$ cat src/rtl/hydra_pkg.sv
// Shared types and helpers for the hydra switch egress path.
// Priority 7 is the most urgent queue; WRR weight of queue p is p+1.
package hydra_pkg;

  localparam int PRIOR_W   = 3;
  localparam int NUM_PRIOR = 8;
  localparam int WEIGHT_W  = 4;

  typedef logic [PRIOR_W-1:0] prior_t;

  typedef enum logic {
    IDLE = 1'b0,
    BUSY = 1'b1
  } sched_state_t;

  function automatic logic [WEIGHT_W-1:0] weight(input prior_t p);
    return WEIGHT_W'(p) + WEIGHT_W'(1);
  endfunction

  // Index of the most significant set bit; 0 when the vector is empty.
  function automatic prior_t highest_set(input logic [NUM_PRIOR-1:0] v);
    prior_t r;
    r = '0;
    for (int i = 0; i < NUM_PRIOR; i++) begin
      if (v[i]) r = prior_t'(i);
    end
    return r;
  endfunction

endpackage

$ cat src/rtl/prior_select.sv
// Combinational queue picker: strict priority or credit-gated weighted round robin.
// Raises reload when WRR finds no queue with both packets and credit left.
module prior_select
  import hydra_pkg::*;
(
  input  logic                 wrr_en,
  input  logic [NUM_PRIOR-1:0] cnt_nz,
  input  logic [NUM_PRIOR-1:0] credit_nz,
  output prior_t               sel,
  output logic                 reload
);

  logic [NUM_PRIOR-1:0] eligible;

  always_comb begin
    eligible = wrr_en ? (cnt_nz & credit_nz) : cnt_nz;
    reload   = wrr_en && (eligible == '0) && (cnt_nz != '0);
    // After a reload every non-empty queue has credit again.
    sel      = highest_set(reload ? cnt_nz : eligible);
  end

endmodule

$ cat src/rtl/egress_wrr_scheduler.sv
// Per-output-port packet scheduler: counts committed packets per priority queue
// and hands one grant at a time to the port's read engine.
module egress_wrr_scheduler
  import hydra_pkg::*;
#(
  parameter int CNT_W = 10
) (
  input  logic   clk,
  input  logic   rst,
  input  logic   wrr_en,
  input  logic   enq_vld,
  input  prior_t enq_prior,
  input  logic   ready,
  input  logic   xfer_done,
  output logic   grant_vld,
  output prior_t grant_prior,
  output logic   busy,
  output logic   pending,
  output logic   overflow
);

  localparam logic [CNT_W-1:0] CNT_MAX = '1;

  sched_state_t state_reg, state_next;
  logic [CNT_W-1:0]    count_reg  [NUM_PRIOR];
  logic [WEIGHT_W-1:0] credit_reg [NUM_PRIOR];
  logic [NUM_PRIOR-1:0] cnt_nz, credit_nz, drop_vec;

  logic   ready_pend_reg, ready_pend_next;
  logic   grant_vld_reg, grant_vld_next;
  prior_t grant_prior_reg, grant_prior_next;
  logic   overflow_reg;
  logic   grant_fire, reload;
  prior_t sel;

  prior_select u_prior_select (
    .wrr_en    (wrr_en),
    .cnt_nz    (cnt_nz),
    .credit_nz (credit_nz),
    .sel       (sel),
    .reload    (reload)
  );

  genvar gi;
  generate
    for (gi = 0; gi < NUM_PRIOR; gi++) begin : g_queue
      logic enq_hit, deq_hit;

      assign enq_hit       = enq_vld && (enq_prior == prior_t'(gi));
      assign deq_hit       = grant_fire && (sel == prior_t'(gi));
      assign cnt_nz[gi]    = (count_reg[gi] != '0);
      assign credit_nz[gi] = (credit_reg[gi] != '0);
      // A saturated queue can still absorb an enqueue if it is granted that cycle.
      assign drop_vec[gi]  = enq_hit && !deq_hit && (count_reg[gi] == CNT_MAX);

      always_ff @(posedge clk or posedge rst) begin
        if (rst) begin
          count_reg[gi] <= '0;
        end else if (enq_hit && !deq_hit && !drop_vec[gi]) begin
          count_reg[gi] <= count_reg[gi] + CNT_W'(1);
        end else if (deq_hit && !enq_hit) begin
          count_reg[gi] <= count_reg[gi] - CNT_W'(1);
        end
      end

      always_ff @(posedge clk or posedge rst) begin
        if (rst) begin
          credit_reg[gi] <= weight(prior_t'(gi));
        end else if (grant_fire && wrr_en) begin
          if (reload) begin
            credit_reg[gi] <= deq_hit ? weight(prior_t'(gi)) - WEIGHT_W'(1)
                                      : weight(prior_t'(gi));
          end else if (deq_hit) begin
            credit_reg[gi] <= credit_reg[gi] - WEIGHT_W'(1);
          end
        end
      end
    end
  endgenerate

  assign pending = |cnt_nz;

  always_comb begin
    state_next       = state_reg;
    grant_fire       = 1'b0;
    case (state_reg)
      IDLE: begin
        if ((ready || ready_pend_reg) && pending) begin
          grant_fire = 1'b1;
          state_next = BUSY;
        end
      end
      BUSY: begin
        if (xfer_done) state_next = IDLE;
      end
      default: state_next = IDLE;
    endcase
    grant_vld_next   = grant_fire;
    grant_prior_next = grant_fire ? sel : grant_prior_reg;
    // Requests seen while busy are remembered until the next grant.
    ready_pend_next  = grant_fire ? 1'b0 : (ready_pend_reg || ready);
  end

  always_ff @(posedge clk or posedge rst) begin
    if (rst) begin
      state_reg       <= IDLE;
      ready_pend_reg  <= 1'b0;
      grant_vld_reg   <= 1'b0;
      grant_prior_reg <= '0;
      overflow_reg    <= 1'b0;
    end else begin
      state_reg       <= state_next;
      ready_pend_reg  <= ready_pend_next;
      grant_vld_reg   <= grant_vld_next;
      grant_prior_reg <= grant_prior_next;
      overflow_reg    <= overflow_reg || (|drop_vec);
    end
  end

  assign grant_vld   = grant_vld_reg;
  assign grant_prior = grant_prior_reg;
  assign busy        = (state_reg == BUSY);
  assign overflow    = overflow_reg;

endmodule
$ cat config.mk
export PLATFORM = sky130hd
export DESIGN_NAME = egress_wrr_scheduler
export DESIGN_NICKNAME = d
export VERILOG_FILES = /design/src/rtl/hydra_pkg.sv /design/src/rtl/prior_select.sv /design/src/rtl/egress_wrr_scheduler.sv
export SDC_FILE = /design/constraint.sdc
export NUM_CORES = 1
export LEC_CHECK = 0
export CORE_MARGIN = 4
export CORE_UTILIZATION = 40
export CTS_CLUSTER_DIAMETER = 100
export DETAILED_ROUTE_END_ITERATION = 16
export SETUP_SLACK_MARGIN = 0.2
export SYNTH_ARGS = -nofsm -noshare
export SYNTH_HDL_FRONTEND = slang
export SYNTH_SLANG_ARGS = --single-unit
export TNS_END_PERCENT = 1
$ cat constraint.sdc
create_clock -name clk -period 11.4 [get_ports clk]
set_input_delay 2.28 -clock clk [delete_from_list [all_inputs] [get_ports clk]]
set_output_delay 2.28 -clock clk [all_outputs]
set_load 0.005 [all_outputs]
== Word-level counts from Yosys, hierarchy flattened ==
Index checks and enable logic that the tools add are counted.

* Register bits after elaboration: 119
* Output and inout port bits: 7

* Reductions and logical operators: 124
* $add $sub $neg: 24
* Bitwise gates (word level): 2
* Mux-type cells: 54
* Equality and inequality tests: 22

{| class="wikitable"
|+ Operators with widths
! kind !! number
|-
| 10-bit two-way mux || 16
|-
| 10-bit by 1-bit adder with 10-bit output, second input constant || 8
|-
| 10-bit equality test, second input constant || 8
|-
| 10-bit nonzero test || 8
|-
| 10-bit by 1-bit subtractor with 10-bit output, second input constant || 8
|-
| 4-bit two-way mux || 17
|-
| 1-bit logical AND || 52
|-
| 2-bit nonzero test || 16
|-
| 4-bit nonzero test || 8
|-
| 4-bit by 1-bit subtractor with 4-bit output, second input constant || 8
|-
| 3-bit equality test, second input constant || 8
|-
| 1-bit zero test || 24
|-
| 8-bit two-way mux || 2
|-
| 2-bit AND reduction || 8
|-
| 8-bit OR reduction || 2
|-
| 3-bit two-way mux || 5
|-
| 3-bit by 2-bit equality test with 1-bit output, second input constant || 4
|-
| 1-bit two-way mux || 9
|-
| 8-bit AND || 1
|-
| 8-bit zero test || 1
|-
| 2-bit two-way mux || 4
|-
| 8-bit nonzero test || 1
|-
| 3-bit by 1-bit equality test with 1-bit output, second input constant || 2
|-
| 3-bit zero test || 2
|-
| other kinds (3) || 4
|}

== Logic depth before layout (Yosys ltp) ==
* Depth in word-level cells: 22
* Depth in mapped cells: 21

== Modules after synthesis ==
Synthesis repeated with hierarchy kept, for this count alone.

* Cell total of the unflattened synthesis: 952
* Area total of the unflattened synthesis: 8868.5 um2

{| class="wikitable"
|+ Modules (own cells, without submodules)
! module !! instances !! area each (um2) !! cells an instance !! sequential area each (um2)
|-
| egress_wrr_scheduler || 1 || 8607.0 || 916 || 2994.1
|-
| prior_select || 1 || 261.5 || 36 || 0.0
|}

== Worst setup path after synthesis ==
OpenSTA, ideal clock, no wires.

* Path type: input to register
* Start point: in wrr_en
* End point: reg count_reg[58] (netlist bit)
* Data arrival time: 6.159 ns
* Buffers on the path: 1
* Setup slack: 5.113 ns
* Required time: 11.272 ns
* Stages on the path: 19
* Path through: nor4bb_1 > a41oi_1 > nor4_4 > nand2_1 > o21a_1 > o31a_1 > buf_2 > a2111oi_4 > inv_1 > ha_1 > nor2b_1 > o21ai_0 > a21boi_0 > o21a_1 > o21ai_0 > nand2b_1 > a21oi_1 > xnor2_1 > mux2_1

* Cells in the longest elaborated chain, start to end: 20

{| class="wikitable"
|+ RTL lines
! item !! RTL line !! RTL
|-
| start, declared || egress_wrr_scheduler.sv:10 || <nowiki>input logic wrr_en,</nowiki>
|-
| 8-bit two-way mux || prior_select.sv:16 || <nowiki>eligible = wrr_en ? (cnt_nz & credit_nz) : cnt_nz;</nowiki>
|-
| 8-bit zero test || prior_select.sv:17 || <nowiki>reload = wrr_en && (eligible == '0) && (cnt_nz != '0);</nowiki>
|-
| 1-bit logical AND (2 in a row) || prior_select.sv:17 ||
|-
| 8-bit two-way mux * || prior_select.sv:19 || <nowiki>sel = highest_set(reload ? cnt_nz : eligible);</nowiki>
|-
| 1-bit two-way mux || hydra_pkg.sv:25 || <nowiki>if (v[i]) r = prior_t'(i);</nowiki>
|-
| 2-bit two-way mux (2 in a row) || hydra_pkg.sv:25 ||
|-
| 3-bit two-way mux (3 in a row) || hydra_pkg.sv:25 ||
|-
| 3-bit two-way mux * || hydra_pkg.sv:25 ||
|-
| 3-bit by 2-bit equality test with 1-bit output * || egress_wrr_scheduler.sv:50 || <nowiki>assign deq_hit = grant_fire && (sel == prior_t'(gi));</nowiki>
|-
| 1-bit logical AND * || egress_wrr_scheduler.sv:50 ||
|-
| 1-bit zero test || egress_wrr_scheduler.sv:54, egress_wrr_scheduler.sv:59 ||
|-
| 1-bit logical AND || egress_wrr_scheduler.sv:54, egress_wrr_scheduler.sv:59 ||
|-
| 1-bit logical AND || egress_wrr_scheduler.sv:54 || <nowiki>assign drop_vec[gi] = enq_hit && !deq_hit && (count_reg[gi] == CNT_MAX);</nowiki>
|-
| 1-bit zero test || egress_wrr_scheduler.sv:59 || <nowiki>end else if (enq_hit && !deq_hit && !drop_vec[gi]) begin</nowiki>
|-
| 1-bit logical AND || egress_wrr_scheduler.sv:59 ||
|-
| 10-bit two-way mux / 2-bit nonzero test (equally long branches) || -- ||
|-
| end signal, assigned by index || egress_wrr_scheduler.sv:60 || <nowiki>count_reg[gi] <= count_reg[gi] + CNT_W'(1);</nowiki>
|-
| end signal, assigned by index || egress_wrr_scheduler.sv:62 || <nowiki>count_reg[gi] <= count_reg[gi] - CNT_W'(1);</nowiki>
|-
| end, declared || egress_wrr_scheduler.sv:25 || <nowiki>logic [CNT_W-1:0] count_reg [NUM_PRIOR];</nowiki>
|}

Every way passes the cells marked *; elsewhere a longest branch is shown, timed or not.
A chain may end at the register's enable or synchronous reset.

== Final worst setup path ==
* Start point: in wrr_en
* End point: reg count_reg[79] (netlist bit)

* Cells in the longest elaborated chain, start to end: 20

{| class="wikitable"
|+ RTL lines
! item !! RTL line
|-
| 8-bit two-way mux || prior_select.sv:16
|-
| 8-bit zero test || prior_select.sv:17
|-
| 1-bit logical AND (2 in a row) || prior_select.sv:17
|-
| 8-bit two-way mux * || prior_select.sv:19
|-
| 1-bit two-way mux || hydra_pkg.sv:25
|-
| 2-bit two-way mux (2 in a row) || hydra_pkg.sv:25
|-
| 3-bit two-way mux (3 in a row) || hydra_pkg.sv:25
|-
| 3-bit two-way mux * || hydra_pkg.sv:25
|-
| 3-bit zero test * || egress_wrr_scheduler.sv:50
|-
| 1-bit logical AND * || egress_wrr_scheduler.sv:50
|-
| 1-bit zero test || egress_wrr_scheduler.sv:54, egress_wrr_scheduler.sv:59
|-
| 1-bit logical AND || egress_wrr_scheduler.sv:54, egress_wrr_scheduler.sv:59
|-
| 1-bit logical AND || egress_wrr_scheduler.sv:54
|-
| 1-bit zero test || egress_wrr_scheduler.sv:59
|-
| 1-bit logical AND || egress_wrr_scheduler.sv:59
|-
| 10-bit two-way mux / 2-bit nonzero test (equally long branches) || --
|}

Marks and branches as above.

==> load_flow_metrics.sql <==
INSERT INTO impl_metrics (metric_group, metric, value, unit) VALUES
('hold_path', 'whs_path_depth', '2', ''),
('critical_path', 'cp-end-kind', 'flip-flop', ''),
('detailed_routing', 'routed_wl', '18390', 'µm'),
('synthesis', 'yosys.area.top_type_share', '31.01', '%'),
('placed_design', 'placement.io_buffers', '15', ''),
('cells_and_area', 'largest_reg_flops', '80', ''),
('power', 'static_leak', '4.138', 'nW'),
('timing', 'min_period_over_period', '66.47', '%'),
('critical_path', 'worst_path_largest_cell_delay', '700', 'ps'),
('synthesis', 'synth_compound_gate_area_share', '14.16', '%'),
('synthesis', 'syn_nets', '984', ''),
('hold_path', 'type_of_the_worst_min_delay_path', 'reg2reg', ''),
('power', 'power.net_switching', '0.9509', 'mW'),
('synthesis', 'post_synth_fa_ha_maj_area_fraction', '12.99', '%'),
('floorplan', 'floorplan.io_pins', '16', ''),
('global_routing', 'global_route_total_overflow', '0', ''),
('critical_path', 'cp_max_fo', '30', ''),
('floorplan', 'row_count', '53', ''),
('clocking', 'clock_transition_at_the_registers_of_the_reported_paths', '60', 'ps'),
('critical_path', 'r2r_end', 'count_reg[79]', ''),
('critical_path', 'crit_chain', 'clkdlybuf4s50_1, buf_4, nor4bb_1, a41oi_1, nor4_4, nand3b_4, a21oi_2, o31a_1, a311oi_2, inv_1, ha_1, a21o_1, a21oi_1, o21ai_0, a21oi_1, o21bai_1, a21oi_1, o21ai_0, mux2i_1, xnor2_1', ''),
('timing', 'fmax', '132.0', 'MHz'),
('clocking', 'clock-sinks', '119', ''),
('synthesis', 'avgSynthCellArea', '9.600', 'µm²'),
('clocking', 'cts_hold_repair.buffers', '0', ''),
('status', 'status', 'finished, final reports clean', ''),
('global_routing', 'met2_usage', '23.94', '%'),
('timing', 'final.setup_skew', '7.843', 'ps'),
('timing', 'timing.max_slew.rel_slack', '44.05', '%'),
('synthesis', 'post_synth_xor_area_fraction', '8.397', '%'),
('cells_and_area', 'antenna_cells_inserted', '0', ''),
('cells_and_area', 'post_route_cells_drive_above_1_share', '13.05', '%'),
('global_routing', 'global_route.usage.met3', '3.693', '%'),
('placed_design', 'area_after_dpl', '0.009017', 'mm²'),
('floorplan', 'core_area', '0.02102', 'mm²'),
('cells_and_area', 'postLayoutCellArea', '0.009624', 'mm²'),
('floorplan', 'design.die.area', '0.02379', 'mm²'),
('critical_path', 'critPathArrivalTime', '7880', 'ps'),
('clocking', 'cts_max_level', '4', ''),
('cells_and_area', 'final_cell_mix', 'sky130_fd_sc_hd__dfrtp_1 (106), sky130_fd_sc_hd__ha_1 (76), sky130_fd_sc_hd__nor2_1 (75), sky130_fd_sc_hd__inv_1 (69), sky130_fd_sc_hd__a21oi_1 (63)', ''),
('power', 'p_per_area', '258.1', 'mW/mm²'),
('hold_path', 'whs_endpoint', 'grant_prior[0]', ''),
('synthesis', 'library_cell_with_the_largest_summed_area_after_synthesis', 'sky130_fd_sc_hd__dfrtp_1', ''),
('floorplan', 'die_w', '154.2', 'µm'),
('synthesis', 'synth.area.top_cells', 'sky130_fd_sc_hd__dfrtp_1 (31%), sky130_fd_sc_hd__ha_1 (11%), sky130_fd_sc_hd__xnor2_1 (6.3%)', ''),
('power', 'peakVddDrop', '0.0001071', 'V'),
('timing', 'totalNegativeSetupSlack', '0', 'ps'),
('synthesis', 'synth-async-reset-ratio', '100.0', '%'),
('power', 'power.internal', '1.533', 'mW'),
('detailed_routing', 'post-route-drc-count', '0', ''),
('clocking', 'tritoncts.num_buffers', '17', ''),
('synthesis', 'yosys_register_bits', '119', ''),
('floorplan', 'floorplan.die.height', '154.2', 'µm'),
('floorplan', 'initial_core_util', '40.69', '%'),
('detailed_routing', 'first_iter_violations', '289', ''),
('critical_path', 'critical_path_top_delay_cell', 'sky130_fd_sc_hd__o31a_1', ''),
('power', 'power_frac_comb', '45.7', '%'),
('synthesis', 'synthDistinctLibCells', '68', ''),
('critical_path', 'start_kind', 'input port', ''),
('timing', 'setup_repair_after_global_routing_missed_its_margin', 'no', ''),
('placed_design', 'place.detailed.hpwl', '13210', 'µm'),
('synthesis', 'synth.cell_area', '0.008553', 'mm²'),
('critical_path', 'worstPathRequired', '11710', 'ps'),
('global_routing', 'antenna_found_initial', '0', ''),
('global_routing', 'wire_length_of_the_first_global_routing_pass', '31020', 'µm'),
('detailed_routing', 'vias_per_cell', '5.376', ''),
('synthesis', 'synthesis.instances', '891', ''),
('cells_and_area', 'final_net_count', '1007', ''),
('detailed_routing', 'number_of_vias_in_the_routed_layout', '6462', ''),
('global_routing', 'maximum_number_of_pins_on_one_net_before_global_route_repair', '68', ''),
('global_routing', 'grt_util_met1', '22.92', '%');
==> routing by layer <==
layer / wire [µm] / share of wire (%)
met1: 9302 / 51
met2: 8354 / 45
met3: 541 / 2.9
met4: 191 / 1.0
met5: 0 / 0
==> worst max path at each step <==
stage,startpoint,to,slack [ps],cells after the start
6_report,wrr_en,count_reg[79],3820,20
3_5_place_dp,wrr_en,count_reg[79],3470,20
2_1_floorplan,wrr_en,count_reg[58],5110,19
3_3_place_gp,wrr_en,count_reg[79],3670,20
5_1_grt,wrr_en,count_reg[79],3270,20
4_1_cts,wrr_en,count_reg[79],3860,20
==> cell usage after synthesis, types with 9 or more instances <==
master and count:
sky130_fd_sc_hd__a21o_1 11, sky130_fd_sc_hd__a21oi_1 63, sky130_fd_sc_hd__dfrtp_1 106, sky130_fd_sc_hd__dfstp_2 13
sky130_fd_sc_hd__ha_1 76, sky130_fd_sc_hd__inv_1 70, sky130_fd_sc_hd__mux2_2 43, sky130_fd_sc_hd__mux2i_1 16
sky130_fd_sc_hd__nand2_1 47, sky130_fd_sc_hd__nand2b_1 9, sky130_fd_sc_hd__nand3_1 16, sky130_fd_sc_hd__nand4_1 28
sky130_fd_sc_hd__nor2_1 75, sky130_fd_sc_hd__nor2b_1 11, sky130_fd_sc_hd__nor3_1 19, sky130_fd_sc_hd__nor4_1 12
sky130_fd_sc_hd__o21a_1 10, sky130_fd_sc_hd__o21ai_0 44, sky130_fd_sc_hd__o21bai_1 9, sky130_fd_sc_hd__xnor2_1 62
sky130_fd_sc_hd__xor2_1 20
==> per-stage QoR <==
stage | cells | util, % | setup slack [ps] | hold WS [ps]
after floorplan | 891 | - | 5113 | 462.9
after global placement | 1170 | 42.90 | 3671 | 466.7
after detailed placement | 1170 | 42.90 | 3469 | 469.9
after CTS | 1202 | 45.78 | 3857 | 482.7
after global routing | 1202 | 45.78 | 3269 | 518.8
final | 1202 | 45.78 | 3823 | 473.4
==> worst min-delay path: stages (launching register included) <==
cell                      delay (ps)
sky130_fd_sc_hd__dfrtp_1         340
sky130_fd_sc_hd__nand2_1          50
sky130_fd_sc_hd__o21ai_0          60
==> power groups by stage <==
stage / logic [mW] / registers, mW / clock network, mW
after global placement: 1.11 / 0.780 / 0
after CTS: 1.14 / 0.779 / 0.581
after global routing: 1.30 / 0.806 / 0.599
after floorplan: 0.957 / 0.732 / 0
final: 1.14 / 0.779 / 0.569
after detailed placement: 1.13 / 0.781 / 0
==> cell families (layout without fill, tap and decap cells) <==
logic type	after synthesis	count (layout)
adders and majority gates	84	84
buffers and inverters	86	122
and+or+nand+nor	269	269
xor gates and xnor gates	82	82
AOI/OAI and AO/OA	185	185
DFF	119	119
muxes	66	66
==> area by class of cell <==
cell class,instances,area [µm²]
Tap cell,275,344.1
Sequential cell,119,2994
Multi-Input combinational cell,686,5230
Timing Repair Buffer,19,180.2
Clock inverter,10,152.6
Inverter,71,269.0
Clock buffer,22,454.2
Fill cell,1940,11400
(Power assumes the default switching activity.)
